## config.mk

```make
export PLATFORM = sky130hd
export DESIGN_NAME = rd_pipe_ctrl
export DESIGN_NICKNAME = d
export VERILOG_FILES = /design/src/rtl/rd_pipe_ctrl.sv
export SDC_FILE = /design/constraint.sdc
export NUM_CORES = 1
export LEC_CHECK = 0
export CORE_ASPECT_RATIO = 0.6
export CORE_MARGIN = 2
export CORE_UTILIZATION = 43
export DETAILED_ROUTE_END_ITERATION = 16
export GPL_TIMING_DRIVEN = 0
export PLACE_DENSITY = 0.8
export SLEW_MARGIN = 20
export SYNTH_ARGS = -nofsm -noshare
export SYNTH_HDL_FRONTEND = slang
export SYNTH_SLANG_ARGS = --single-unit
```

## constraint.sdc

```tcl
create_clock -name clk -period 2.4 [get_ports clk]
set_input_delay 0.48 -clock clk [delete_from_list [all_inputs] [get_ports clk]]
set_output_delay 0.48 -clock clk [all_outputs]
set_load 0.1 [all_outputs]
```

## src/rtl/rd_pipe_ctrl.sv

```systemverilog
// Destination-register pipeline (EXE -> MEM -> WB) for operand forwarding and register-file write.
// Owns the load-pending and load-use interlocks so unavailable load data is never marked valid.
module rd_pipe_ctrl #(
    parameter int XLEN = 32,
    parameter int RIDX = 5,
    parameter int CNTW = 32
) (
    input  logic            clk,
    input  logic            rst,
    input  logic            exe_valid,
    input  logic [RIDX-1:0] exe_rd_idx,
    input  logic            exe_rd_en,
    input  logic [XLEN-1:0] exe_rd_data,
    input  logic            exe_is_load,
    input  logic [RIDX-1:0] exe_rs1_idx,
    input  logic            exe_rs1_en,
    input  logic [RIDX-1:0] exe_rs2_idx,
    input  logic            exe_rs2_en,
    input  logic            exe_flush,
    input  logic [XLEN-1:0] ld_data,
    input  logic            ld_valid,
    output logic [RIDX-1:0] mem_rd_idx,
    output logic            mem_rd_en,
    output logic [XLEN-1:0] mem_rd_data,
    output logic [RIDX-1:0] wb_rd_idx,
    output logic            wb_rd_en,
    output logic [XLEN-1:0] wb_rd_data,
    output logic            stall_exe,
    output logic [CNTW-1:0] stall_cnt
);

    typedef enum logic [1:0] {
        S_EMPTY,
        S_ALU,
        S_LD_WAIT
    } mem_state_e;

    mem_state_e      state_q, state_d;
    logic [RIDX-1:0] mem_idx_q, mem_idx_d;
    logic            mem_en_q, mem_en_d;
    logic [XLEN-1:0] mem_data_q, mem_data_d;
    logic            wb_en_q, wb_en_d;
    logic [RIDX-1:0] wb_idx_q, wb_idx_d;
    logic [XLEN-1:0] wb_data_q, wb_data_d;
    logic [CNTW-1:0] stall_cnt_q, stall_cnt_d;

    logic mem_stall, load_use, capture, rs1_hit, rs2_hit;

    always_comb begin
        // NOTE: every combinational output gets a default first so no path infers a latch.
        state_d     = state_q;
        mem_idx_d   = mem_idx_q;
        mem_en_d    = mem_en_q;
        mem_data_d  = mem_data_q;
        wb_en_d     = wb_en_q;
        wb_idx_d    = wb_idx_q;
        wb_data_d   = wb_data_q;
        stall_cnt_d = stall_cnt_q;

        rs1_hit   = exe_rs1_en && (exe_rs1_idx == mem_idx_q);
        rs2_hit   = exe_rs2_en && (exe_rs2_idx == mem_idx_q);
        mem_stall = (state_q == S_LD_WAIT) && !ld_valid;
        // Checked even on the ld_valid cycle: the load only reaches WB next cycle.
        load_use  = (state_q == S_LD_WAIT) && mem_en_q && (rs1_hit || rs2_hit);
        stall_exe = exe_valid && (mem_stall || load_use);
        capture   = exe_valid && !exe_flush && !stall_exe;

        if (mem_stall) begin
            wb_en_d = 1'b0;
        end else begin
            wb_en_d   = (state_q != S_EMPTY) && mem_en_q;
            wb_idx_d  = mem_idx_q;
            wb_data_d = (state_q == S_LD_WAIT) ? ld_data : mem_data_q;
            if (capture) begin
                state_d    = exe_is_load ? S_LD_WAIT : S_ALU;
                mem_idx_d  = exe_rd_idx;
                mem_en_d   = exe_rd_en && (exe_rd_idx != '0);
                mem_data_d = exe_rd_data;
            end else begin
                state_d  = S_EMPTY;
                mem_en_d = 1'b0;
            end
        end

        if (stall_exe && (stall_cnt_q != '1)) begin
            stall_cnt_d = stall_cnt_q + CNTW'(1);
        end
    end

    // NOTE: sequential state uses non-blocking assignments so every register samples pre-edge values.
    always_ff @(posedge clk) begin
        if (rst) begin
            state_q     <= S_EMPTY;
            mem_idx_q   <= '0;
            mem_en_q    <= 1'b0;
            mem_data_q  <= '0;
            wb_en_q     <= 1'b0;
            wb_idx_q    <= '0;
            wb_data_q   <= '0;
            stall_cnt_q <= '0;
        end else begin
            state_q     <= state_d;
            mem_idx_q   <= mem_idx_d;
            mem_en_q    <= mem_en_d;
            mem_data_q  <= mem_data_d;
            wb_en_q     <= wb_en_d;
            wb_idx_q    <= wb_idx_d;
            wb_data_q   <= wb_data_d;
            stall_cnt_q <= stall_cnt_d;
        end
    end

    // Load data is never forwarded from MEM; it becomes visible only in WB.
    assign mem_rd_idx  = mem_idx_q;
    assign mem_rd_en   = (state_q == S_ALU) && mem_en_q;
    assign mem_rd_data = mem_data_q;
    assign wb_rd_idx   = wb_idx_q;
    assign wb_rd_en    = wb_en_q;
    assign wb_rd_data  = wb_data_q;
    assign stall_cnt   = stall_cnt_q;

endmodule

```

==> qor.csv <==
metric,value,unit
outcome,completed,
crit_path_top_delay_cell,clkdlybuf4s50_1,
criticalPathCategory,flop to primary output,
drv_slew,0,
critPathCaptureType,primary output,
fin_setup_tns,0,ns
fin_crit_sh,98.5,%
tightestPinTransition,1.05,ns
viasPerCell,5.47,
wl_met1,7.24,mm
grt_pass1_wl,25.1,mm
synth-xor-area-share,4.20,%
vias,5059,
setup_viol,0,
synthFlopType,dfxtp_1,
vdd_drop_max,557,uV
pin_count,197,
final_cells,925,
switching_share,31.5,%
fin_area,7460,sq um
ys_ff_latch,110,
final_common_cell,clkdlybuf4s50_1,
cts.sinks,110,
min_path_type,flop to flop,
clk_latency,0.35,ns
grt_pass1_vias,4862,
placed_cells,895,
initial_core_util,44.8,%
yosysSeqAreaShare,46.0,%
crit_family,buffers and inverters,
clock_skew,0.00924,ns
fin_ws,0.0365,ns
syn_avg_cell_area,8.53,sq um
core_area,10700,sq um
crit_required,1.92,ns
dpl_cell_area,6930,sq um
detail-route-antenna-nets,0,
hold_violations,0,
yosys.area_share.simple,21.5,%
antenna_found_initial,1,
areaGrowthSynthToFinish,55.7,%
grt_max_degree,20,
path_buf_inv,1,
layout_common_cells,"clkdlybuf4s50_1 (144), nand2_1 (97), dfxtp_1 (93)",
comb_power_share,21.2,%
ys_types,45,
cts_root_buf,clkbuf_16,
cp_cell_sequence,clkdlybuf4s50_1,
first_pass_iters,5,
overflow,0,
dp_hpwl,11.9,mm
cts_made_buffers,9,
routed_wl,16.2,mm
synth_edf_count,0,
slowest_delay,1.16,ns
pwr_density_cell,591,nW/um^2
worst-path-max-fanout,3,
slew_headroom,29.7,%
p_clk_share,35.1,%
cts_tree,built,
pre_cts_slack,-1.44,ns
yosysWarnings,0,
ff2ff_setup_slack,0.18,ns
wl_met2,7.32,mm
grtUsageTotal,26.1,%
fmax,423,MHz
die_x,140,microns
dr.max_layer_used,met4,
postSynth.asyncResetShare,0,%
rows,29,
drive_above_1_share,9.55,%
p_leak,3.12,nW
htreeDepth,3,
cts-hold-fix-buffers,0,
drc,0,
synth_compound_area_share,16.8,%
rsz0062_at_grt,false,
syn-cell-area,4790,sq um
pwr-share-seq,43.7,%
switching_power,0.00139,W
worstPathArrival,1.88,ns
maxCapViolCount,0,
drt_iter0_drc,315,
p_int,0.00302,W
clk_pin_slew,0.08,ns
fin_crit,2.36,ns
dieArea,12000,sq um
synth-adder-area-share,0.261,%
wl_met3,1.36,mm
syn-num-nets,651,
clk_path_buf_depth,2,
power,0.00441,W
synth_top_family_by_area,simple AND/OR/NAND/NOR gates,
wl_per_cell,17.5,microns
io_buffers,194,
synthCells,562,
place_congestion,0.932,
startpoint_type,flop,
layout.nets,869,
die_y,85.8,microns
muxShareOfSynthArea,7.83,%
==> stage by stage <==
| step | util [%] | hold slack (ns) |
|---|---|---|
| 2_1_floorplan | - | 0.489 |
| 3_3_place_gp | 64.8 | 0.441 |
| 3_5_place_dp | 64.8 | 0.451 |
| 4_1_cts | 67.9 | 0.459 |
| 5_1_grt | 69.7 | 0.486 |
| 6_report | 69.7 | 0.462 |
==> kinds of logic (layout without fill, tap and decap cells) <==
group | Yosys count | in the layout
adders and majority gates | 1 | 1
muxes | 37 | 37
DFF | 110 | 110
AOI/OAI and AO/OA | 125 | 125
xor gates and xnor gates | 23 | 23
and+or+nand+nor | 225 | 225
buffers and inverters | 41 | 264
other | 0 | 1
==> worst paths after layout <==
path	start	to	depth (start not counted)
setup / recovery	mem_rd_data[7]$_SDFFE_PP0P_	mem_rd_data[7]	1
hold / removal	wb_rd_idx[2]$_SDFFE_PP0N_	wb_rd_idx[2]$_SDFFE_PP0N_	2
setup reg to reg	stall_cnt[2]$_SDFFE_PP0P_	stall_cnt[13]$_SDFFE_PP0P_	6
hold reg to reg	wb_rd_idx[2]$_SDFFE_PP0N_	wb_rd_idx[2]$_SDFFE_PP0N_	2
==> state kept, by name, summed over array words and instances (netlist names) <==
| register | cells |
|---|---|
| state_q | 2 |
| wb_rd_idx | 5 |
| wb_rd_en | 1 |
| mem_en_q | 1 |
| mem_rd_data | 32 |
| stall_cnt | 32 |
| mem_rd_idx | 5 |
| wb_rd_data | 32 |
==> power by group through the flow <==
stage          sequential [W]  clock (W)  combinational, W
3_5_place_dp          0.00197          0          0.000924
5_1_grt               0.00194    0.00165          0.000975
3_3_place_gp          0.00197          0          0.000913
4_1_cts               0.00193    0.00157          0.000930
2_1_floorplan         0.00237          0          0.000198
6_report              0.00193    0.00155          0.000935
==> layout make-up <==
cell class	count	area, sq um
buffer	37	180
clock inverter	6	76.3
antenna	1	2.50
inverter	4	15.0
clock buffer	10	229
fill	820	3240
timing repair buffer	207	2100
multi-input combinational	411	2460
sequential	110	2220
tap	139	174
==> layer usage <==
layer	up-vias	global-route usage, %
met1	2374	35.2
met3	24	7.26
met5	-	0
met4	0	7.25
met2	238	41.5
li1	2423	-
==> synth_stat cells, types with 2 or more instances <==
master | number | area share, %
and4_1 | 2 | 0.37
nand3_1 | 12 | 1.3
o211ai_1 | 5 | 0.78
nand2b_1 | 2 | 0.26
a211oi_1 | 32 | 5.0
nor2b_1 | 2 | 0.26
clkbuf_1 | 18 | 1.4
xnor2_1 | 11 | 2.0
nor4_1 | 3 | 0.39
o31ai_1 | 4 | 0.63
a21oi_1 | 59 | 6.2
buf_2 | 8 | 0.84
xor2_1 | 12 | 2.2
o21ai_0 | 10 | 1.0
nor2_1 | 60 | 4.7
or2_2 | 2 | 0.26
and2_1 | 2 | 0.26
o2111ai_1 | 7 | 1.3
or3_1 | 9 | 1.2
buf_1 | 10 | 0.78
dfxtp_1 | 110 | 46
nand4_1 | 10 | 1.3
mux2i_1 | 33 | 6.9
nand2_1 | 98 | 7.7
and3_1 | 4 | 0.52
mux2_2 | 4 | 0.94
nor3_1 | 8 | 0.84
or4_1 | 5 | 0.78
inv_1 | 4 | 0.31
==> timing repair <==
action	in CTS	in global routing
pin swaps	3	14
resized for setup	35	42
endpoints found under the setup margin	39	57
setup buffers	2	11
Note: power is estimated with default switching activity, not from simulation.
==> RTL change: new RTL, same settings <==
Change the parameter `RIDX` from 5 to 6.
--- a/src/rtl/rd_pipe_ctrl.sv
+++ b/src/rtl/rd_pipe_ctrl.sv
@@ -3,5 +3,5 @@
 module rd_pipe_ctrl #(
     parameter int XLEN = 32,
-    parameter int RIDX = 5,
+    parameter int RIDX = 6,
     parameter int CNTW = 32
 ) (
Interface: changed (5 resized); port bits go from 197 to 202. The function was not compared with the original's and may differ.
==> RTL change against the unedited design <==
Area after synthesis is 7.6% higher; non-clock buffer count is 10 higher; routed wire length is 11% higher; critical path type unchanged; critical path depth stayed put; worst setup slack worse by 0.0057 ns; largest cell class unchanged; global-route usage is 0.53 points higher; cell area is 8.4% higher; sequential cell count is 2 higher; total power is 5.2% higher.
==> RTL change: results (changes against the unedited design) <==
GP Congestion -> 0.951 (+2.0%)
Mapped Nets -> 675 (+3.7%)
Hold Crit Endpoint -> wb_rd_idx[5]
Routed vias -> 5455 (+7.8%)
Port Buffer Count -> 200 (+3.1%)
Unique masters post-synth -> 55 (+22%)
Setup repair bufs after CTS -> 5 (+3)
Sw power -> 0.00150 W (+8.1%)
Final HPWL DP -> 13600 um (+15%)
Worst Reg-to-Reg Cells -> 7 (+1)
Drt initial violations -> 279 (-11%)
Non-clock buffers, area share -> 0.295 (-0.0113)
Nonclk buf count -> 254 (+4.1%)
Flop2flop setup slack -> 0.14 ns (-0.04 ns)
Hold-critical path depth -> 2 (unchanged)
Layout cells sized above 1 -> 0.132 (+0.0366)
Final nets -> 897 (+3.2%)
Power Dens Cells -> 574 mW/mm2 (-2.9%)
Register cell area after layout -> 0.00229 mm2 (+3.2%)
Cell Rows -> 30 (+3.4%)
Dpl ws -> -1.39 ns (+0.0490 ns)
Startpoint of the worst register-to-register path -> stall_cnt[0]
Post-synthesis mux area share -> 0.144 (+0.0661)
Seq cells post-synth -> 112 (+1.8%)
Placed cells -> 943 (+5.4%)
Clk pwr -> 0.00156 W
CP max stage delay -> 1.16 ns (about the same)
Sequential fraction of the synthesis area -> 0.435 (-0.0247)
Fin Hold WS -> 0.470 ns (+0.00791 ns)
Adder-cell share of the synthesized area -> 0.00243 (-0.000184)
Synth Area in XOR/XNOR -> 0.0221 (-0.0200)
# setup viols final -> 0 (unchanged)
Ranking of synthesized cells by area -> dfxtp_1, mux2i_1, nand2_1, a211oi_1, nor2_1
Vias in the first global route -> 5111 (+5.1%)
Hold_sp -> wb_rd_idx[5]
Multi-input combinational cell area -> 0.00288 mm2 (+17%)
Peak VDD IR -> 353 uV (-37%)
Initial antenna violation count -> 1 (unchanged)
All-Layer GR Usage -> 0.266 (+0.00526)
Static Leakage -> 3.51 nW (+12%)
Fillers -> 874 (+6.6%)
Syn Inst Count -> 583 (+3.7%)
First-pass GRT wire length -> 27200 um (+8.5%)
Multi-input combinational area share -> 0.356 (+0.0262)
Nonclk inv count -> 5 (+1)
Compound-cell area share of the yosys netlist -> 0.130 (-0.0373)
Multi-input gates -> 423 (+2.9%)
Via density -> 5.62 (+2.7%)
DRT Wirelength -> 17900 um (+11%)
Clock buf/inv share -> 0.0385 (-0.00239)
Run status -> finished, final reports clean
Post-Route Skew -> 0.00666 ns (-0.00258 ns)
Capturing point of the worst reg2reg path -> stall_cnt[20]
Seq group -> 0.00198 W (+3%)
Max transition margin -> 0.319 (+0.0220)
Post-synth top cells -> dfxtp_1, nand2_1, mux2i_1
## RTL change: cell types whose count changed in the layout (fill, tap and decap cells not counted), sizes merged, moves of 8 or more
| cell | delta |
|---|---|
| nor2 | -14 |
| o31ai | +11 |
| nand2 | +8 |
| or4 | +12 |
| dlymetal6s2s | +9 |
| dlygate4sd2 | -9 |
| xor2 | -11 |
| mux2i | +38 |
| a21oi | -27 |
## RTL change: cells by family (layout without fill, tap and decap cells)
group / Yosys count / count (layout)
AND/OR/NAND/NOR: 235 / 235
other: 0 / 1
XOR/XNOR: 13 / 13
flip-flops: 112 / 112
adder cells (fa/ha/maj): 1 / 1
AO/OA/AOI/OAI: 100 / 100
multiplexers: 74 / 74
buffers and inverters: 48 / 275
## RTL change: routing by layer
metal  track usage  vias up  share of wire
met5             0        -              0
li1              -     2544              -
met2         0.409      264           0.44
met4        0.0820        0          0.018
met3        0.0680       30          0.084
met1         0.372     2617           0.46
